<file path="config.mk">
export PLATFORM = sky130hd
export DESIGN_NAME = fp_result_wb
export DESIGN_NICKNAME = d
export VERILOG_FILES = /design/src/rtl/fp_result_wb.sv
export SDC_FILE = /design/constraint.sdc
export NUM_CORES = 1
export LEC_CHECK = 0
export CAP_MARGIN = 20
export CORE_UTILIZATION = 45
export DETAILED_ROUTE_END_ITERATION = 12
export HOLD_SLACK_MARGIN = 0.1
export PLACE_DENSITY = 0.87
export SLEW_MARGIN = 20
export SYNTH_ARGS = -nofsm -noshare
export SYNTH_HDL_FRONTEND = slang
export SYNTH_SLANG_ARGS = --single-unit
</file>
<file path="constraint.sdc">
create_clock -name clk -period 5.2 [get_ports clk]
set_clock_uncertainty 0.2 [all_clocks]
set_input_delay 1.04 -clock clk [delete_from_list [all_inputs] [get_ports clk]]
set_output_delay 1.04 -clock clk [all_outputs]
set_load 0.05 [all_outputs]
</file>
<file path="src/rtl/fp_result_wb.sv">
`default_nettype none
// ============================================================================
// Module   : fp_result_wb
// Brief    : FPU writeback stage. Buffers rounded results and their IEEE
//            flags in a small in-order FIFO, retires them to the register
//            file, and keeps the architectural sticky exception register.
//            Optional macro FPU_TRAP_EN adds per-flag trapping with a
//            pipeline stall until the trap is acknowledged.
// Revision : 1.0 - initial release
// ============================================================================
module fp_result_wb #(
    parameter int DEPTH = 2,   // 2 or 4 entries
    parameter int FLAGW = 5    // [4] INV, [3] DBZ, [2] OVF, [1] UNF, [0] INX
) (
    input  logic                       clk,
    input  logic                       rst,
    input  logic                       in_valid,
    output logic                       in_ready,
    input  logic [63:0]                fp_in,
    input  logic [FLAGW-1:0]           ieee_in,
    input  logic                       db_in,
    input  logic [4:0]                 tag_in,
    output logic                       out_valid,
    input  logic                       out_ready,
    output logic [63:0]                fp_out,
    output logic                       db_out,
    output logic [4:0]                 tag_out,
    output logic [FLAGW-1:0]           ieee_out,
    input  logic                       flags_wr,
    input  logic [FLAGW-1:0]           flags_wdata,
    output logic [FLAGW-1:0]           sticky_flags,
    output logic [$clog2(DEPTH):0]     count
`ifdef FPU_TRAP_EN
    ,
    input  logic [FLAGW-1:0]           trap_en,
    output logic                       trap,
    output logic [FLAGW-1:0]           trap_cause,
    input  logic                       trap_ack
`endif
);

    localparam int              PW      = $clog2(DEPTH);
    localparam int              CW      = PW + 1;
    localparam logic [CW-1:0]   C_DEPTH = CW'(DEPTH);

    // Entry storage, one array per field
    logic [63:0]      fp_mem   [DEPTH];
    logic [FLAGW-1:0] ieee_mem [DEPTH];
    logic             db_mem   [DEPTH];
    logic [4:0]       tag_mem  [DEPTH];

    logic [PW-1:0]    r_wr_ptr;
    logic [PW-1:0]    r_rd_ptr;
    logic [CW-1:0]    r_count;
    logic [FLAGW-1:0] r_sticky;

    logic             w_push;
    logic             w_pop;
    logic             w_stall;
    logic [63:0]      w_fp_store;

`ifdef FPU_TRAP_EN
    logic             r_trap;
    logic [FLAGW-1:0] r_trap_cause;

    // A pending trap freezes both sides of the FIFO
    assign w_stall    = r_trap;
    assign trap       = r_trap;
    assign trap_cause = r_trap_cause;
`else
    assign w_stall    = 1'b0;
`endif

    // Handshake decode; in_ready looks only at registered occupancy
    assign in_ready  = (r_count < C_DEPTH) & ~w_stall;
    assign out_valid = (r_count != '0) & ~w_stall;
    assign w_push    = in_valid & in_ready;
    assign w_pop     = out_valid & out_ready;

    // Single-precision results are replicated into both halves on entry
    assign w_fp_store = db_in ? fp_in : {fp_in[31:0], fp_in[31:0]};

    // Head entry comes straight from storage at the read pointer
    assign fp_out       = fp_mem[r_rd_ptr];
    assign db_out       = db_mem[r_rd_ptr];
    assign tag_out      = tag_mem[r_rd_ptr];
    assign ieee_out     = ieee_mem[r_rd_ptr];
    assign count        = r_count;
    assign sticky_flags = r_sticky;

    // Entry storage write; cleared on reset so head fields read zero
    always_ff @(posedge clk) begin
        if (rst) begin
            for (int i = 0; i < DEPTH; i++) begin
                fp_mem[i]   <= '0;
                ieee_mem[i] <= '0;
                db_mem[i]   <= 1'b0;
                tag_mem[i]  <= '0;
            end
        end else if (w_push) begin
            fp_mem[r_wr_ptr]   <= w_fp_store;
            ieee_mem[r_wr_ptr] <= ieee_in;
            db_mem[r_wr_ptr]   <= db_in;
            tag_mem[r_wr_ptr]  <= tag_in;
        end
    end

    // Pointers (natural power-of-two wrap) and occupancy count
    always_ff @(posedge clk) begin
        if (rst) begin
            r_wr_ptr <= '0;
            r_rd_ptr <= '0;
            r_count  <= '0;
        end else begin
            if (w_push) begin
                r_wr_ptr <= r_wr_ptr + 1'b1;
            end
            if (w_pop) begin
                r_rd_ptr <= r_rd_ptr + 1'b1;
            end
            case ({w_push, w_pop})
                2'b10:   r_count <= r_count + 1'b1;
                2'b01:   r_count <= r_count - 1'b1;
                default: r_count <= r_count;
            endcase
        end
    end

    // Sticky flags: software write lands first, retiring flags OR on top
    always_ff @(posedge clk) begin
        if (rst) begin
            r_sticky <= '0;
        end else begin
            r_sticky <= (flags_wr ? flags_wdata : r_sticky)
                      | (w_pop ? ieee_out : '0);
        end
    end

`ifdef FPU_TRAP_EN
    // Trap capture on retirement of an enabled flag; cleared by ack
    always_ff @(posedge clk) begin
        if (rst) begin
            r_trap       <= 1'b0;
            r_trap_cause <= '0;
        end else if (w_pop && ((ieee_out & trap_en) != '0)) begin
            r_trap       <= 1'b1;
            r_trap_cause <= ieee_out & trap_en;
        end else if (r_trap && trap_ack) begin
            r_trap       <= 1'b0;
            r_trap_cause <= '0;
        end
    end
`endif

endmodule
`default_nettype wire

</file>
**Word level (Yosys, flattened, before mapping)**

Memories as Yosys holds them, arrays and structs flattened. A register that Yosys moved wholly into a read port is not among the register bits.
Cells that the tools add are included.

- Flip-flop bits (word level): 9
- Memory bits (writable): 150
- Bits of input ports: 85
- Output and inout bits: 84
- Logic and storage cells: 53
- Memories kept: 4

- Add/subtract/negate cells: 4
- $lt $le $gt $ge: 1
- Eq/ne operators: 2
- Muxes and demuxes: 29
- Bitwise logic cells: 3
- Reductions and logical operators: 6

Memories:

| name | depth | bits a word | rd ports | clocked after Yosys merged registers in | wr ports | RTL line | source |
|---|---|---|---|---|---|---|---|
| fp_mem | 2 | 64 | 1 | 1 | 2 | 47 | `logic [63:0] fp_mem [DEPTH];` |
| ieee_mem | 2 | 5 | 1 | 1 | 2 | 48 | `logic [FLAGW-1:0] ieee_mem [DEPTH];` |
| tag_mem | 2 | 5 | 1 | 1 | 2 | 50 | `logic [4:0] tag_mem [DEPTH];` |
| db_mem | 2 | 1 | 1 | 1 | 2 | 49 | `logic db_mem [DEPTH];` |

Operators with widths:

| operator | number |
|---|---|
| $mux W64 | 2 |
| $reduce_or A64 Y1 | 1 |
| $mux W1 | 22 |
| $mux W5 | 4 |
| $reduce_or A5 Y1 | 2 |
| $or A5 B5 Y5 | 1 |
| $pmux W2 S2 | 1 |
| $reduce_bool A2 Y1 | 2 |
| $add A1 B1 Y1 const B | 2 |
| $add A2 B1 Y2 const B | 1 |
| $and A1 B1 Y1 | 2 |
| $eq A2 B1 Y1 const B | 1 |
| $eq A2 B2 Y1 const B | 1 |
| $lt A2 B2 Y1 const B | 1 |
| $sub A2 B1 Y2 const B | 1 |
| $reduce_or A1 Y1 | 1 |

**Depth between registers and ports, before layout**

- Word-level depth: 7
- Mapped depth: 6
- Depth with buffers taken out: 5

**Least setup slack after synthesis**

No wires, ideal clock.

- Kind: input port to flip-flop
- Start: in in_valid
- End: mem db_mem[0], enable pin
- Setup time: 0.523 ns
- Arrival time: 4.690 ns
- Required time: 4.477 ns
- Path slack: -0.213 ns
- Stages: 3
- Path buffers: 1
- Cells stage by stage: nand2b_4 -> buf_6 -> o21bai_1

RTL lines:

| element | RTL line | source |
|---|---|---|
| from (decl) | 17 | `input logic in_valid,` |
| to (decl) | 49 |  |

==> metrics <==
status finished, final reports clean; final net count 732; WL/cell 17.0 um; clock power share 24.8%; crit-path cells mux2_2, clkdlybuf4s50_1; hold-fix buffers at CTS 0; Row Count 45; Int Power 3.18 mW; DRC 0; vias per inst 4.95; initial core utilization 46.4%; total power 5.06 mW; first-pass GRT wire length 22.9 mm; Root Buffer clkbuf_16; Post-synth EDFFs 150; Slew @ Worst Pin 1.10 ns; setup bufs post-CTS 0; IO Pins 169; Layout Cells excl Fill 870; post-synth top area share 63.6%; final hold vios 0; most frequent cell after synthesis edfxtp_1; Synth cell types 27; via count 4305; vias in the first global route 4505; NetSw 1.88 mW; Cell Pwr Density 531 nW/um2; Worst path max stage delay 1.03 ns; Slew HR 26.7%; Sink Count 160; DR pass1 iterations 4; dominant synthesized flop cell edfxtp_1; DRT iter0 DRCs 239; slowest CP cell dfxtp_4; CP Capture Type primary output; Yosys top cell by area edfxtp_1; clock latency at the later pin of the worst-skew pair 0.42 ns; share of flip-flops with an asynchronous set or reset 0%; Syn-to-layout area delta 34.6%; leakage 3.60 nW; CP Data Arrival Time 2.63 ns; Die Width 127 um; crit share post-route 74.5%; dpl cells 838; placer congestion estimate 0.730; critical path class flop to primary output; TritonCTS clock tree built; combinational share of power 39.2%; total gr overflow 0; Post-synth top cells edfxtp_1, and2_1, mux2_2, nor2_1, mux2i_1; Post-Synthesis Cell Area 7080 um2; Hold Crit Class flop to flop; share of cells above drive strength 1 18.4%; synth top area cells edfxtp_1, mux2_2, and2_1, mux2i_1, nor2_1; TNS Setup 0 ns; CP max FO 75; synthesized flop and latch total 160; post-synth net total 572; Reg power frac 36.0%; core area 15300 um2; RSZ-0062 raised after global routing false; IO Port Bufs 168; Syn Inst Count 486; Worst Path Required 3.96 ns; DIE AREA 16200 um2; syn avg cell area 14.6 um2; drt total wl 14.8 mm; GRT Overall Usage 19.1%; # setup viols final 0; number of gates resized after cts 0; crit start category flop; fill cell count 1167; peak supply drop 0.287 mV; HPWL after detailed placement 9.28 mm; ant diodes 0; clock buffer count from CTS 17; H-tree depth 4; Antenna Nets Post-Route 0; CTS max path bufs 2; antenna violations before repair 0; Final Max Slew Viols 0; Worst-path clk slew 0.06 ns; Syn. warnings 0; Max-Cap Viols 0; Seq/Total Area, Yosys 66.4%; Vert. Die Dim 127 um; min Tclk post-route 3.87 ns; sw frac 37.2%; fmax 258 MHz; largest net degree at the start of global routing 76
==> per-layer routing <==
layer | share of wire, % | track usage, % | vias up
met5 | 0 | 0 | -
met4 | 1.5 | 7.70 | 0
met3 | 5.3 | 4.36 | 19
met2 | 52 | 34.5 | 130
met1 | 41 | 21.8 | 2103
li1 | - | - | 2053
==> path summary, 6_finish.rpt <==
kind                                       end  cells past startpoint  slack [ns]                        from
hold reg to reg     sticky_flags[2]$_SDFF_PP0_                      2        0.34  sticky_flags[2]$_SDFF_PP0_
hold / removal      sticky_flags[2]$_SDFF_PP0_                      2        0.34  sticky_flags[2]$_SDFF_PP0_
setup reg to reg  ieee_mem[1][0]$_SDFFCE_PN0P_                      4        2.41       count[1]$_SDFFE_PP0P_
setup / recovery                   ieee_out[0]                      2        1.33                        flop
==> cell families (layout without fill, tap and decap cells) <==
| logic type | count (synthesis) | count (layout) | synth area share [%] |
|---|---|---|---|
| buffers and inverters | 33 | 206 | 2.49 |
| and+or+nand+nor | 167 | 167 | 12.5 |
| xor gates and xnor gates | 4 | 4 | 0.495 |
| adders and majority gates | 1 | 1 | 0.177 |
| AOI/OAI and AO/OA | 9 | 9 | 0.707 |
| muxes | 112 | 112 | 17.2 |
| DFF | 160 | 160 | 66.4 |
==> placed cells by master, fill, tap and decap left out, types with 2 or more instances in the layout <==
master,n
clkdlybuf4s50_1,167
edfxtp_1,150
and2_1,86
mux2_2,75
nor2_1,66
mux2i_1,37
clkbuf_16,17
dfxtp_1,9
a21oi_1,6
nand2_1,5
clkinvlp_4,5
buf_4,4
bufinv_16,3
nand2b_4,2
or3_1,2
nor2_2,2
xor2_1,2
xnor2_1,2
clkinv_4,2
clkbuf_1,2
clkinv_2,2
==> final cells by class <==
type,count,area [um2],area share (%)
sequential,160,4710,49.4
multi-input combinational,293,2230,23.4
timing repair buffer,173,1730,18.1
clock buffer,19,433,4.54
tap,211,264,2.77
clock inverter,13,164,1.72
inverter,1,3.75,0.0394
==> through the flow <==
step	util [%]	worst slack, ns	area [um2]	hold WS [ns]
after floorplan	-	1.13	7080	0.281
after global placement	58.5	1.08	8930	0.294
after detailed placement	58.5	1.02	8930	0.314
after CTS	62.5	1.27	9530	0.346
after global routing	62.5	1.21	9530	0.368
final	62.5	1.33	9530	0.343
==> worst max-delay path, delay by kind of cell, from the launching register on <==
| family | cells | cell delay [ns] |
|---|---|---|
| buffers and inverters | 1 | 0.83 |
| muxes | 1 | 0.35 |
| DFF | 1 | 1.03 |
==> registers in the layout, summed over array words and instances, names as in the netlist, named ones only <==
name	flops
ieee_mem	10
count	2
sticky_flags	5
fp_mem	128
db_mem	2
tag_mem	10
r_wr_ptr	1
r_rd_ptr	1
==> power groups by stage <==
stage | combinational (mW) | sequential [mW] | clock, mW
after floorplan | 1.39 | 1.79 | 0
after global placement | 1.97 | 1.83 | 0
after detailed placement | 1.99 | 1.85 | 0
after CTS | 2.00 | 1.83 | 1.27
after global routing | 2.07 | 1.85 | 1.32
final | 1.98 | 1.82 | 1.26
(Power assumes the default switching activity.)
